`config.mk`:
```
export PLATFORM = sky130hd
export DESIGN_NAME = wra_dma_reader
export DESIGN_NICKNAME = d
export VERILOG_FILES = /design/src/rtl/wra_dma_pkg.sv /design/src/rtl/wra_rr_arbiter.sv /design/src/rtl/wra_dma_reader.sv
export SDC_FILE = /design/constraint.sdc
export NUM_CORES = 1
export LEC_CHECK = 0
export CAP_MARGIN = 40
export CELL_PAD_IN_SITES_DETAIL_PLACEMENT = 1
export CELL_PAD_IN_SITES_GLOBAL_PLACEMENT = 1
export CORE_AREA = 8 8 433 435
export DETAILED_ROUTE_END_ITERATION = 7
export DIE_AREA = 0 0 441 443
export PLACE_DENSITY = 0.39
export SYNTH_ARGS = -nofsm -noshare
export SYNTH_HDL_FRONTEND = slang
export SYNTH_SLANG_ARGS = --single-unit
```
`constraint.sdc`:
```
create_clock -name HCLK -period 13.5 [get_ports HCLK]
set_input_delay 3.375 -clock HCLK [delete_from_list [all_inputs] [get_ports HCLK]]
set_output_delay 3.375 -clock HCLK [all_outputs]
set_load 0.01 [all_outputs]
```
`src/rtl/wra_dma_pkg.sv`:
```
// Shared types and default widths for the wra_dma_reader DMA read engine.
// Optional feature macro: WRA_DMA_ABORT_EN (adds per-channel abort).
package wra_dma_pkg;

    localparam int unsigned DEF_NUM_CH = 2;
    localparam int unsigned DEF_ADDR_W = 16;
    localparam int unsigned DEF_CNT_W  = 16;
    localparam int unsigned DEF_DATA_W = 512;

    // Engine: grant in IDLE, stream reads in ISSUE, let the last beat land in DRAIN
    typedef enum logic [1:0] {
        ENG_IDLE  = 2'd0,
        ENG_ISSUE = 2'd1,
        ENG_DRAIN = 2'd2
    } engState_t;

    // Per-channel request lifecycle
    typedef enum logic [1:0] {
        CH_IDLE    = 2'd0,
        CH_PENDING = 2'd1,
        CH_ACTIVE  = 2'd2
    } chState_t;

endpackage

```
`src/rtl/wra_rr_arbiter.sv`:
```
// Combinational round-robin grant: first requester after the last-served channel.
module wra_rr_arbiter #(
    parameter int unsigned NUM_CH = 2
) (
    input  logic [NUM_CH-1:0]          req,
    input  logic [$clog2(NUM_CH)-1:0]  lastCh,
    output logic [NUM_CH-1:0]          gnt,
    output logic [$clog2(NUM_CH)-1:0]  gntIdx,
    output logic                       gntValid
);

    localparam int unsigned CH_W = $clog2(NUM_CH);

    int unsigned idx;

    // Scan channels lastCh+1, lastCh+2, ... wrapping, take the first request
    always_comb begin
        gnt      = '0;
        gntIdx   = '0;
        gntValid = 1'b0;
        idx      = 0;
        for (int i = 1; i <= int'(NUM_CH); i++) begin
            idx = (32'(lastCh) + 32'(i)) % NUM_CH;
            if (!gntValid && req[CH_W'(idx)]) begin
                gntValid           = 1'b1;
                gnt[CH_W'(idx)]    = 1'b1;
                gntIdx             = CH_W'(idx);
            end
        end
    end

endmodule

```
`src/rtl/wra_dma_reader.sv`:
```
// Multi-channel DMA reader: round-robin channel grant, one active transfer
// streaming beats from a synchronous memory with consumer back-pressure.
// Optional feature macro: WRA_DMA_ABORT_EN (adds ch_abort input).
module wra_dma_reader
    import wra_dma_pkg::*;
#(
    parameter int unsigned NUM_CH = DEF_NUM_CH,
    parameter int unsigned ADDR_W = DEF_ADDR_W,
    parameter int unsigned CNT_W  = DEF_CNT_W,
    parameter int unsigned DATA_W = DEF_DATA_W
) (
    input  logic                       HCLK,
    input  logic                       HRESET,
    input  logic [NUM_CH-1:0]          ch_start,
    input  logic [NUM_CH*ADDR_W-1:0]   ch_addr,
    input  logic [NUM_CH*CNT_W-1:0]    ch_size,
`ifdef WRA_DMA_ABORT_EN
    input  logic [NUM_CH-1:0]          ch_abort,
`endif
    input  logic                       dst_ready,
    output logic [ADDR_W-1:0]          mem_addr,
    output logic                       mem_rd,
    input  logic [DATA_W-1:0]          mem_rdata,
    output logic                       out_valid,
    output logic [DATA_W-1:0]          out_data,
    output logic [$clog2(NUM_CH)-1:0]  out_ch,
    output logic [CNT_W-1:0]           out_offset,
    output logic [NUM_CH-1:0]          ch_busy,
    output logic [NUM_CH-1:0]          ch_done,
    output logic                       start_err
);

    localparam int unsigned CH_W = $clog2(NUM_CH);

    engState_t         engState;
    engState_t         engNext;
    chState_t          chState [NUM_CH];
    logic [ADDR_W-1:0] chAddrQ [NUM_CH];
    logic [CNT_W-1:0]  chSizeQ [NUM_CH];

    logic [CNT_W-1:0]  beatK;
    logic [CNT_W-1:0]  curSize;
    logic [CH_W-1:0]   curCh;
    logic [CH_W-1:0]   rrPtr;

    logic [NUM_CH-1:0] pendVec;
    logic [NUM_CH-1:0] reqVec;
    logic [NUM_CH-1:0] abortVec;
    logic [NUM_CH-1:0] gnt;
    logic [CH_W-1:0]   gntIdx;
    logic              gntValid;

    logic              grantFire;
    logic              issueFire;
    logic              lastIssue;
    logic              abortHit;

`ifdef WRA_DMA_ABORT_EN
    assign abortVec = ch_abort;
`else
    assign abortVec = '0;
`endif

    // Pending/busy decode of the channel state registers
    always_comb begin
        pendVec = '0;
        ch_busy = '0;
        for (int i = 0; i < int'(NUM_CH); i++) begin
            pendVec[i] = (chState[i] == CH_PENDING);
            ch_busy[i] = (chState[i] != CH_IDLE);
        end
    end

    // A pending channel being aborted this cycle must not win the grant
    assign reqVec = pendVec & ~abortVec;

    wra_rr_arbiter #(.NUM_CH(NUM_CH)) uArb (
        .req      (reqVec),
        .lastCh   (rrPtr),
        .gnt      (gnt),
        .gntIdx   (gntIdx),
        .gntValid (gntValid)
    );

    // Engine state register
    always_ff @(posedge HCLK or posedge HRESET) begin
        if (HRESET) engState <= ENG_IDLE;
        else        engState <= engNext;
    end

    // Engine next-state and per-cycle strobes
    always_comb begin
        engNext   = engState;
        grantFire = 1'b0;
        issueFire = 1'b0;
        lastIssue = 1'b0;
        abortHit  = 1'b0;
        case (engState)
            ENG_IDLE: begin
                if (gntValid) begin
                    grantFire = 1'b1;
                    engNext   = ENG_ISSUE;
                end
            end
            ENG_ISSUE: begin
                issueFire = dst_ready;
                lastIssue = dst_ready && (beatK == curSize);
                abortHit  = abortVec[curCh];
                if (lastIssue || abortHit) engNext = ENG_DRAIN;
            end
            ENG_DRAIN: engNext = ENG_IDLE;
            default:   engNext = ENG_IDLE;
        endcase
    end

    // Read strobe follows consumer readiness while issuing
    assign mem_rd   = issueFire;
    // Memory data arrives in the cycle the delayed beat is flagged valid
    assign out_data = out_valid ? mem_rdata : '0;

    // Transfer datapath: address/beat counters, delayed beat tags, done pulse
    always_ff @(posedge HCLK or posedge HRESET) begin
        if (HRESET) begin
            mem_addr   <= '0;
            beatK      <= '0;
            curSize    <= '0;
            curCh      <= '0;
            rrPtr      <= CH_W'(NUM_CH - 1);
            out_valid  <= 1'b0;
            out_ch     <= '0;
            out_offset <= '0;
            ch_done    <= '0;
        end else begin
            out_valid <= issueFire;
            ch_done   <= (lastIssue && !abortHit) ? (NUM_CH'(1) << curCh) : '0;
            if (grantFire) begin
                mem_addr <= chAddrQ[gntIdx];
                beatK    <= '0;
                curSize  <= chSizeQ[gntIdx];
                curCh    <= gntIdx;
                rrPtr    <= gntIdx;
            end
            if (issueFire) begin
                out_ch     <= curCh;
                out_offset <= beatK;
                mem_addr   <= mem_addr + ADDR_W'(1);
                beatK      <= beatK + CNT_W'(1);
            end
        end
    end

    // Channel lifecycle, start sampling and sticky start error
    always_ff @(posedge HCLK or posedge HRESET) begin
        if (HRESET) begin
            start_err <= 1'b0;
            for (int i = 0; i < int'(NUM_CH); i++) begin
                chState[i] <= CH_IDLE;
                chAddrQ[i] <= '0;
                chSizeQ[i] <= '0;
            end
        end else begin
            for (int i = 0; i < int'(NUM_CH); i++) begin
                if (ch_start[i] && chState[i] != CH_IDLE) start_err <= 1'b1;
                if (grantFire && gnt[i]) begin
                    chState[i] <= CH_ACTIVE;
                end else if (engState == ENG_DRAIN && curCh == CH_W'(i)) begin
                    chState[i] <= CH_IDLE;
                end else if (abortVec[i] && chState[i] == CH_PENDING) begin
                    chState[i] <= CH_IDLE;
                end else if (ch_start[i] && chState[i] == CH_IDLE) begin
                    chState[i] <= CH_PENDING;
                    chAddrQ[i] <= ch_addr[i*ADDR_W +: ADDR_W];
                    chSizeQ[i] <= ch_size[i*CNT_W +: CNT_W];
                end
            end
        end
    end

endmodule

```
# Word-level counts from Yosys, hierarchy flattened
# Cells that the tools add are included.
# Widths: inputs -> output; s select.
totals:
  word_cells: 113
  in_bits: 581
  ff_bits: 141
op_classes:
  order_cmp: 6
  mux: 43
  addsub: 4
  n_shift: 1
  n_bitwise: 7
  eq_ne: 7
  reduce_logical: 28
op_table:
  columns: ["op", "n"]
  rows:
  - ["$mux 512", 1]
  - ["$mux 16", 10]
  - ["$add 16x1->16 const B", 2]
  - ["$mux 2", 11]
  - ["$mux 1", 18]
  - ["$eq 16x16->1", 1]
  - ["$logic_and 1x1->1", 13]
  - ["$reduce_bool 2->1", 4]
  - ["$eq 2x1->1 const B", 3]
  - ["$logic_not 2->1", 3]
  - ["$lt 1x2->1 const B", 3]
  - ["$reduce_and 3->1", 2]
  - ["$reduce_bool 3->1", 2]
  - ["$not 1->1", 5]
  - ["$ne 2x2->1 const B", 2]
  - ["$pmux 2 s2", 1]
  - ["$add 1x1->1 const B", 2]
  - ["$demux 1 s1", 2]
  - ["$eq 2x2->1 const B", 1]
  - ["$ge 1x1->1 const B", 2]
  - ["$ge 2x2->1 const B", 1]
  - ["$logic_not 1->1", 2]
  - ["$not 1->2", 1]
  - ["$or 2x2->2", 1]
  - ["other kinds (3)", 3]

# Logic depth before layout (Yosys ltp)
# Gate-level depths: netlist of the first run.
logic_depth:
  word_depth: 13
  ltp_mapped: 7

# Modules after synthesis
# Synthesis of the first run repeated with hierarchy kept, for this count alone.
hier_totals:
  cells_unflattened: 1113
  hier_area_um2: 9759.4
by_module_without_submodules:
  columns: ["module", "instances", "cells_each", "seq_area_each_um2", "area_per_inst_um2"]
  rows:
  - ["wra_dma_reader", 1, 1108, 3529.6, 9726.8]
  - ["wra_rr_arbiter", 1, 5, 0.0, 32.5]

# Worst setup path before layout of the first run
# No wires, ideal clock.
synth_path:
  kind: "input -> output"
  from: "in dst_ready"
  to: "out mem_rd"
  path_stages: 5
  path_buffers: 3
  arrival_ns: 4.060
  required_time_ns: 10.125
  path_slack_ns: 6.065
  path_cell_list: "nand3b_4 > buf_6 > inv_4 > buf_2 > buf_2"
synth_via:
  elab_chain_cells: 1
synth_lines:
  columns: ["item", "line_no", "rtl"]
  rows:
  - ["start: declaration", "wra_dma_reader.sv:20", "input logic dst_ready,"]
  - ["$mux 1", "wra_dma_reader.sv:98", "case (engState)"]
  - ["end: declaration", "wra_dma_reader.sv:22", "output logic mem_rd,"]
# No other way between the ends.

# Worst setup path in the final report of the first run
layout_path:
  from: "in mem_rdata[459]"
  to: "out out_data[459]"
layout_via:
  elab_chain_cells: 1
layout_lines:
  columns: ["item", "line_no", "rtl"]
  rows:
  - ["start: declaration", "wra_dma_reader.sv:23", "input logic [DATA_W-1:0] mem_rdata,"]
  - ["$mux 512", "wra_dma_reader.sv:119", "assign out_data = out_valid ? mem_rdata : '0;"]
  - ["end: declaration", "wra_dma_reader.sv:25", "output logic [DATA_W-1:0] out_data,"]
# No other way between the ends.

==> reports/qor.csv, run 1 <==
stage,metric,value,unit
outcome,status,completed,
clock_network,Clock Latency Late Sink,0.47,ns
critical_path,Crit path required time,10.12,ns
critical_path,Critical path origin,mem_rdata[459],
global_routing,vias in the first global route,13900,
critical_path,Critical Path Max Stage Delay,0.78,ns
power_and_ir_drop,register share of total power,30.7,%
floorplanning,Initial Util,5.47,%
timing,RSZ-0062 raised after global routing,false,
synthesis,synth top area cells,"dfrtp_1, and2_1, mux2_2, mux2i_1, nand2_1",
critical_path,worst r2r src,curCh,
synthesis,Post-Syn Instances,1126,
timing,fin crit share,64.3,%
global_routing,largest net degree at the start of global routing,102,
synthesis,"flops & latches, synth",141,
critical_path,reg-to-reg endpoint,chSizeQ[17],
drt,Vias/cell,2.94,
min_path,Hold Path Sink,out_offset[9],
place,port bufs,1132,
finish,multi-input logic area,5910,µm²
clock_network,"Clk pin slew, worst setup/hold paths",0.07,ns
finish,fraction of layout cells with a size suffix above 1,4.78,%
clock_network,CTS Buffer Depth,2,
drt,ANT nets after route,0,
floorplanning,Die Wd,441,µm
critical_path,crit path cell chain,clkdlybuf4s50_1 -> and2_1 -> clkdlybuf4s50_1,
drt,vias,13600,
timing,min setup slack post-route,4.82,ns
timing,Fin Hold WS,0.484,ns
floorplanning,# IOs,1133,
floorplanning,total core area,180000,µm²
critical_path,Startpoint Class,input port,
power_and_ir_drop,Leak,8.87,nW
finish,Final Util,13.7,%
drt,initial DRC count,716,
global_routing,aggregate global-route resource usage,18.2,%
clock_network,H-tree depth,4,
place,Final GP Congestion,0.955,
power_and_ir_drop,Clk network pwr share,27.3,%
finish,register area,3530,µm²
power_and_ir_drop,Sw Pwr,0.655,mW
global_routing,grt total ovfl,0,
drt,WL/cell,40.2,µm
clock_network,CTS tree,done,
floorplanning,FP Rows,156,
power_and_ir_drop,Pint,1.15,mW
synthesis,"Seq/Total Area, Yosys",35.8,%
finish,nets,2789,
clock_network,post-CTS setup buffers,0,
finish,Area growth syn-to-layout,150,%
drt,uppermost layer routed,met5,
critical_path,R2R depth,5,
drt,drt first pass iters,5,
timing,Setup TNS,0,ns
critical_path,Crit Path Class,input port to output port,
timing,Final Setup Violations,0,
critical_path,CP arrival,5.30,ns
global_routing,first-pass GRT wire length,219000,µm
clock_network,Num CTS Buffers,17,
synthesis,leading area contributor after synthesis,dfrtp_1,
synthesis,Synth warnings,0,
flow_run,max-cap violations,0,
drt,Detailed Route WL,186000,µm
synthesis,synthesized area,9860,µm²
synthesis,Synth Net Count,1709,
synthesis,most used flip-flop cell after synthesis,dfrtp_1,
finish,"commonest non-fill, non-tap cell in the layout",clkdlybuf4s50_1,
synthesis,Yosys cell types,57,
timing,Final Hold Viols,0,
critical_path,Worst Path Max Fanout,1,
timing,Worst slew margin,45.8,%
power_and_ir_drop,Comb pwr share,42.0,%
timing,Setup Skew,0.0207,ns
min_path,number of cells on the worst hold path,2,
power_and_ir_drop,VDD IR max,0.101,mV
timing,Slew @ Worst Pin,0.810,ns
clock_network,CTS resizes,0,
critical_path,reg2reg setup slack,11.09,ns
place,Setup WS pre-CTS,4.64,ns
clock_network,CTS root buffer,clkbuf_16,
place,Final HPWL DP,171000,µm
finish,Filler cells,21100,
clock_network,CTS sink cnt,141,
critical_path,CP max stage cell,clkdlybuf4s50_1,
synthesis,synthesized area per cell,8.76,µm²
synthesis,asr flop ratio synth,100,%
timing,Tmin final,8.68,ns
min_path,Hold Path Origin,out_offset[9],
drt,routed length on met2,103000,µm
critical_path,CP Capture Type,output port,
drt,Met1 Wirelength,58100,µm
finish,most frequent cells in the layout,"clkdlybuf4s50_1, and2_1, dfrtp_1",
timing,FMAX,0.115,GHz
power_and_ir_drop,switch share,36.3,%
synthesis,post-synth top area share,35.5,%
timing,Final Max Slew Viols,0,
power_and_ir_drop,P per Cell Area,73.3,nW/µm²
min_path,Hold Path Class,flip-flop to flip-flop,
floorplanning,DIE AREA,195000,µm²
critical_path,CP most frequent cell,clkdlybuf4s50_1,
drt,drt drc,0,
floorplanning,Die Y,443,µm
synthesis,Post-synth EDFFs,0,
drt,routed length on met3,17700,µm
clock_network,hold_buf cts,0,
global_routing,initial antenna violation count,200,
worst max-delay path: cells and delay by family:
kind / cells / cell delay, ns
buffers and inverters: 2 / 1.43
and+or+nand+nor: 1 / 0.48
layout make-up:
class                   count  share of cell area (%)
clock buffers              18                    1.78
repair buffers           1150                    46.9
clock inverters            14                   0.529
well taps                2370                    12.0
flip-flops and latches    141                    14.4
inverters                   9                   0.168
multi-input cells         887                    24.0
diodes                     26                   0.264
metal layers:
metal / global-route usage, % / up-vias
li1: - / 5836
met1: 16.6 / 6493
met2: 36.5 / 879
met3: 7.39 / 322
met4: 5.11 / 32
met5: 0 / -
metrics by stage:
stage / instances / cell area [µm²] / power [mW]
3_5_place_dp: 4557 / 24000 / 1.35
2_1_floorplan: 1126 / 9860 / 0.753
6_report: 4615 / 24600 / 1.80
3_3_place_gp: 4552 / 23900 / 1.34
5_1_grt: 4603 / 24600 / 1.91
4_1_cts: 4589 / 24600 / 1.86
synth_stat cells, drive strengths merged, types with 2 or more instances:
| library cell | number |
|---|---|
| a211o | 2 |
| a211oi | 9 |
| a21boi | 4 |
| a21oi | 3 |
| a221oi | 2 |
| a311oi | 5 |
| and2 | 514 |
| and3 | 9 |
| and4 | 3 |
| buf | 29 |
| clkbuf | 60 |
| dfrtp | 140 |
| ha | 2 |
| inv | 9 |
| mux2 | 64 |
| mux2i | 37 |
| nand2 | 91 |
| nand2b | 3 |
| nand3 | 25 |
| nand3b | 2 |
| nand4 | 9 |
| nor2 | 11 |
| nor2b | 2 |
| nor3 | 10 |
| nor4 | 10 |
| o21ai | 36 |
| o221a | 2 |
| xor2 | 18 |
registers in the layout, indices dropped and copies added, names as in the netlist, 2 cells and up:
signal      count
beatK          16
chAddrQ        32
chSizeQ        32
chState         4
ch_done         2
curSize        16
engState        2
mem_addr       16
out_offset     16
how the worst max path moves through the flow:
stage / to / slack (ns)
after floorplan: mem_rd / 6.07
after global placement: out_data[459] / 4.63
after detailed placement: out_data[459] / 4.64
after CTS: out_data[459] / 4.63
after global routing: out_data[459] / 4.69
final: out_data[459] / 4.82
kinds of logic after synthesis:
family                     Yosys count  synth area share (%)
adders and majority gates            2                 0.254
AOI/OAI and AO/OA                   75                  5.18
muxes                              101                  11.1
buffers and inverters               98                  4.44
and+or+nand+nor                    690                  41.6
DFF                                141                  35.8
xor gates and xnor gates            19                  1.69
power by group through the flow:
| stage | logic, mW | clock network (mW) | registers (mW) |
|---|---|---|---|
| floorplan | 0.216 | 0 | 0.537 |
| global placement | 0.781 | 0 | 0.563 |
| detailed placement | 0.782 | 0 | 0.563 |
| CTS | 0.787 | 0.520 | 0.556 |
| global route | 0.810 | 0.531 | 0.565 |
| finish | 0.758 | 0.492 | 0.554 |
Power figures use the tool's default switching activity.
==> inputs of run 2 (changes only) <==
- CORE_AREA: 8 8 433 435 -> 8 8 432 434
- DIE_AREA: 0 0 441 443 -> 0 0 440 442
- PLACE_DENSITY: 0.39 -> 0.4
- clock period: 13.5 -> 8.8 ns (I/O delays scaled with it)
==> run 2 against run 1 <==
Power up 51%. Combinational power grew 50%. Die area fell by 0.45%. Sequential power rose by 54%.
==> reports/qor.csv, run 2 (same netlist as run 1, synthesis figures left out) <==
stage,metric,value,unit,change
min_path,Hold Path Sink,out_offset[10],,
critical_path,reg-to-reg endpoint,ch_done[0],,
floorplanning,Die Y,442,µm,-0.23%
critical_path,Worst Path Max Fanout,47,,+46
power_and_ir_drop,VDD IR max,0.0815,mV,-19%
critical_path,CP Capture Type,output port,,
power_and_ir_drop,P per Cell Area,111,nW/µm²,+51%
critical_path,Startpoint Class,input port,,
clock_network,Num CTS Buffers,17,,unchanged
place,Final HPWL DP,161000,µm,-6.1%
finish,largest registers,"chAddrQ: 32 flops, chSizeQ: 32 flops",,
critical_path,CP most frequent cell,clkdlybuf4s50_1,,
drt,WL/cell,38.1,µm,-5.4%
finish,Post-Layout Cell Count,4605,,-0.22%
critical_path,Crit Path Class,input port to output port,,
place,Final GP Congestion,1.01,,+5.6%
critical_path,CP max stage cell,clkdlybuf4s50_1,,
finish,nets,2788,,-0.036%
clock_network,CTS root buffer,clkbuf_16,,
clock_network,CTS resizes,0,,unchanged
floorplanning,Initial Util,5.49,%,+0.012 points
clock_network,CTS tree,done,,
min_path,Hold Path Class,flip-flop to flip-flop,,
clock_network,hold_buf cts,0,,unchanged
clock_network,post-CTS setup buffers,0,,unchanged
timing,Tmin final,6.19,ns,
critical_path,worst r2r src,beatK[5],,
outcome,status,completed,,
finish,fraction of layout cells with a size suffix above 1,4.78,%,about the same
critical_path,Crit path required time,6.60,ns,-3.52 ns
timing,fin crit share,70.3,%,
drt,ANT nets after route,0,,unchanged
timing,Final Hold Viols,0,,unchanged
drt,Vias/cell,2.92,,-0.68%
clock_network,CTS Buffer Depth,2,,unchanged
critical_path,crit path cell chain,clkdlybuf4s50_1 -> nand3b_4 -> buf_4 -> inv_4 -> clkdlybuf4s50_1,,
global_routing,grt total ovfl,0,,unchanged
min_path,number of cells on the worst hold path,2,,unchanged
global_routing,largest net degree at the start of global routing,117,,+15%
timing,Setup TNS,0,ns,unchanged
critical_path,Critical Path Max Stage Delay,0.53,ns,-0.25 ns
min_path,Hold Path Origin,out_offset[10],,
finish,"commonest non-fill, non-tap cell in the layout",clkdlybuf4s50_1,,
place,port bufs,1132,,unchanged
global_routing,vias in the first global route,13900,,-0.094%
timing,Final Setup Violations,0,,unchanged
timing,Worst slew margin,43.5,%,-2.3 points
power_and_ir_drop,Leak,8.87,nW,about the same
drt,Detailed Route WL,175000,µm,-5.6%
critical_path,kind of cell adding the most delay to the critical path,buffers and inverters,,
clock_network,"Clk pin slew, worst setup/hold paths",0.06,ns,about the same
critical_path,Critical path origin,dst_ready,,
place,DP Cell Count,4556,,-0.022%
floorplanning,# IOs,1133,,unchanged
drt,initial DRC count,544,,-24%
finish,most frequent cells in the layout,"clkdlybuf4s50_1, and2_1, dfrtp_1",,
timing,RSZ-0062 raised after global routing,false,,
drt,drt first pass iters,4,,-1
power_and_ir_drop,total power,2.72,mW,+51%
floorplanning,DIE AREA,194000,µm²,-0.45%
clock_network,Clock Latency Late Sink,0.48,ns,about the same
drt,drt drc,0,,unchanged
floorplanning,FP Rows,156,,unchanged
global_routing,initial antenna violation count,178,,-11%
clock_network,CTS sink cnt,141,,unchanged
timing,FMAX,0.162,GHz,
global_routing,aggregate global-route resource usage,17.3,%,-0.93 points
drt,vias,13400,,-0.89%
critical_path,CP arrival,3.99,ns,-1.31 ns
clock_network,H-tree depth,4,,unchanged
flow_run,max-cap violations,0,,unchanged
timing,Setup Skew,0.0157,ns,-0.00498 ns
critical_path,R2R depth,4,,-1
critical_path,CP bufs+invs,4,,+2
timing,Slew @ Worst Pin,0.845,ns,+0.0345 ns
global_routing,first-pass GRT wire length,209000,µm,-4.6%
finish,Filler cells,21000,,-0.46%
floorplanning,Die Wd,440,µm,-0.23%
finish,Area growth syn-to-layout,149,%,about the same
critical_path,reg2reg setup slack,6.07,ns,-5.02 ns
timing,Final Max Slew Viols,0,,unchanged
floorplanning,total core area,180000,µm²,-0.22%
==> run 2: cell types whose count changed in the layout (fill, tap and decap cells not counted), sizes merged <==
cell and delta:
buf -1, inv +3, bufinv -1, diode -9
clkinv -2
==> run 2: per-layer routing <==
layer / vias to the layer above / wire length [µm] / GRT usage (%)
met3: 286 / 14400 / 5.95
met5: - / 289 / 0
met2: 792 / 96500 / 34.6
met1: 6510 / 58200 / 16.7
li1: 5811 / - / -
met4: 42 / 5900 / 4.14
==> run 2: how the worst max path moves through the flow <==
stage,cells after the start,slack (ns),endpoint
after floorplan,1,2.82,beatK[0]
after global placement,5,2.58,mem_rd
after detailed placement,5,2.58,mem_rd
after CTS,5,2.58,mem_rd
after global routing,5,2.54,mem_rd
final,5,2.61,mem_rd
==> run 2: power breakdown <==
part           switching (mW)  leakage, nW  total (mW)  internal (mW)
clock                   0.355        0.279       0.734          0.379
sequential              0.102         1.71       0.852          0.750
combinational           0.527         6.88        1.14          0.611
total                   0.983         8.87        2.72           1.74
==> run 2: tightest hold or removal path: cells and delay by family, from the launching register on <==
kind	cells	cell delay [ns]
and+or+nand+nor	2	0.10
DFF	1	0.35
==> run 2: layout make-up <==
| cell class | count | area, µm² | share of cell area, % |
|---|---|---|---|
| antenna | 17 | 42.5 | 0.173 |
| timing repair buffer | 1149 | 11500 | 46.9 |
| tap | 2370 | 2970 | 12.1 |
| clock inverter | 14 | 125 | 0.509 |
| multi-input combinational | 887 | 5910 | 24.0 |
| inverter | 9 | 41.3 | 0.168 |
| clock buffer | 18 | 439 | 1.78 |
| sequential | 141 | 3530 | 14.4 |
==> run 2: per-stage QoR <==
stage          hold WS (ns)  util, %  setup slack [ns]  area [µm²]
3_5_place_dp          0.469     13.3              2.58       24000
6_report              0.484     13.7              2.61       24600
4_1_cts               0.491     13.7              2.58       24600
2_1_floorplan         0.454        -              2.82        9860
5_1_grt               0.512     13.7              2.54       24600
3_3_place_gp          0.468     13.3              2.58       23900
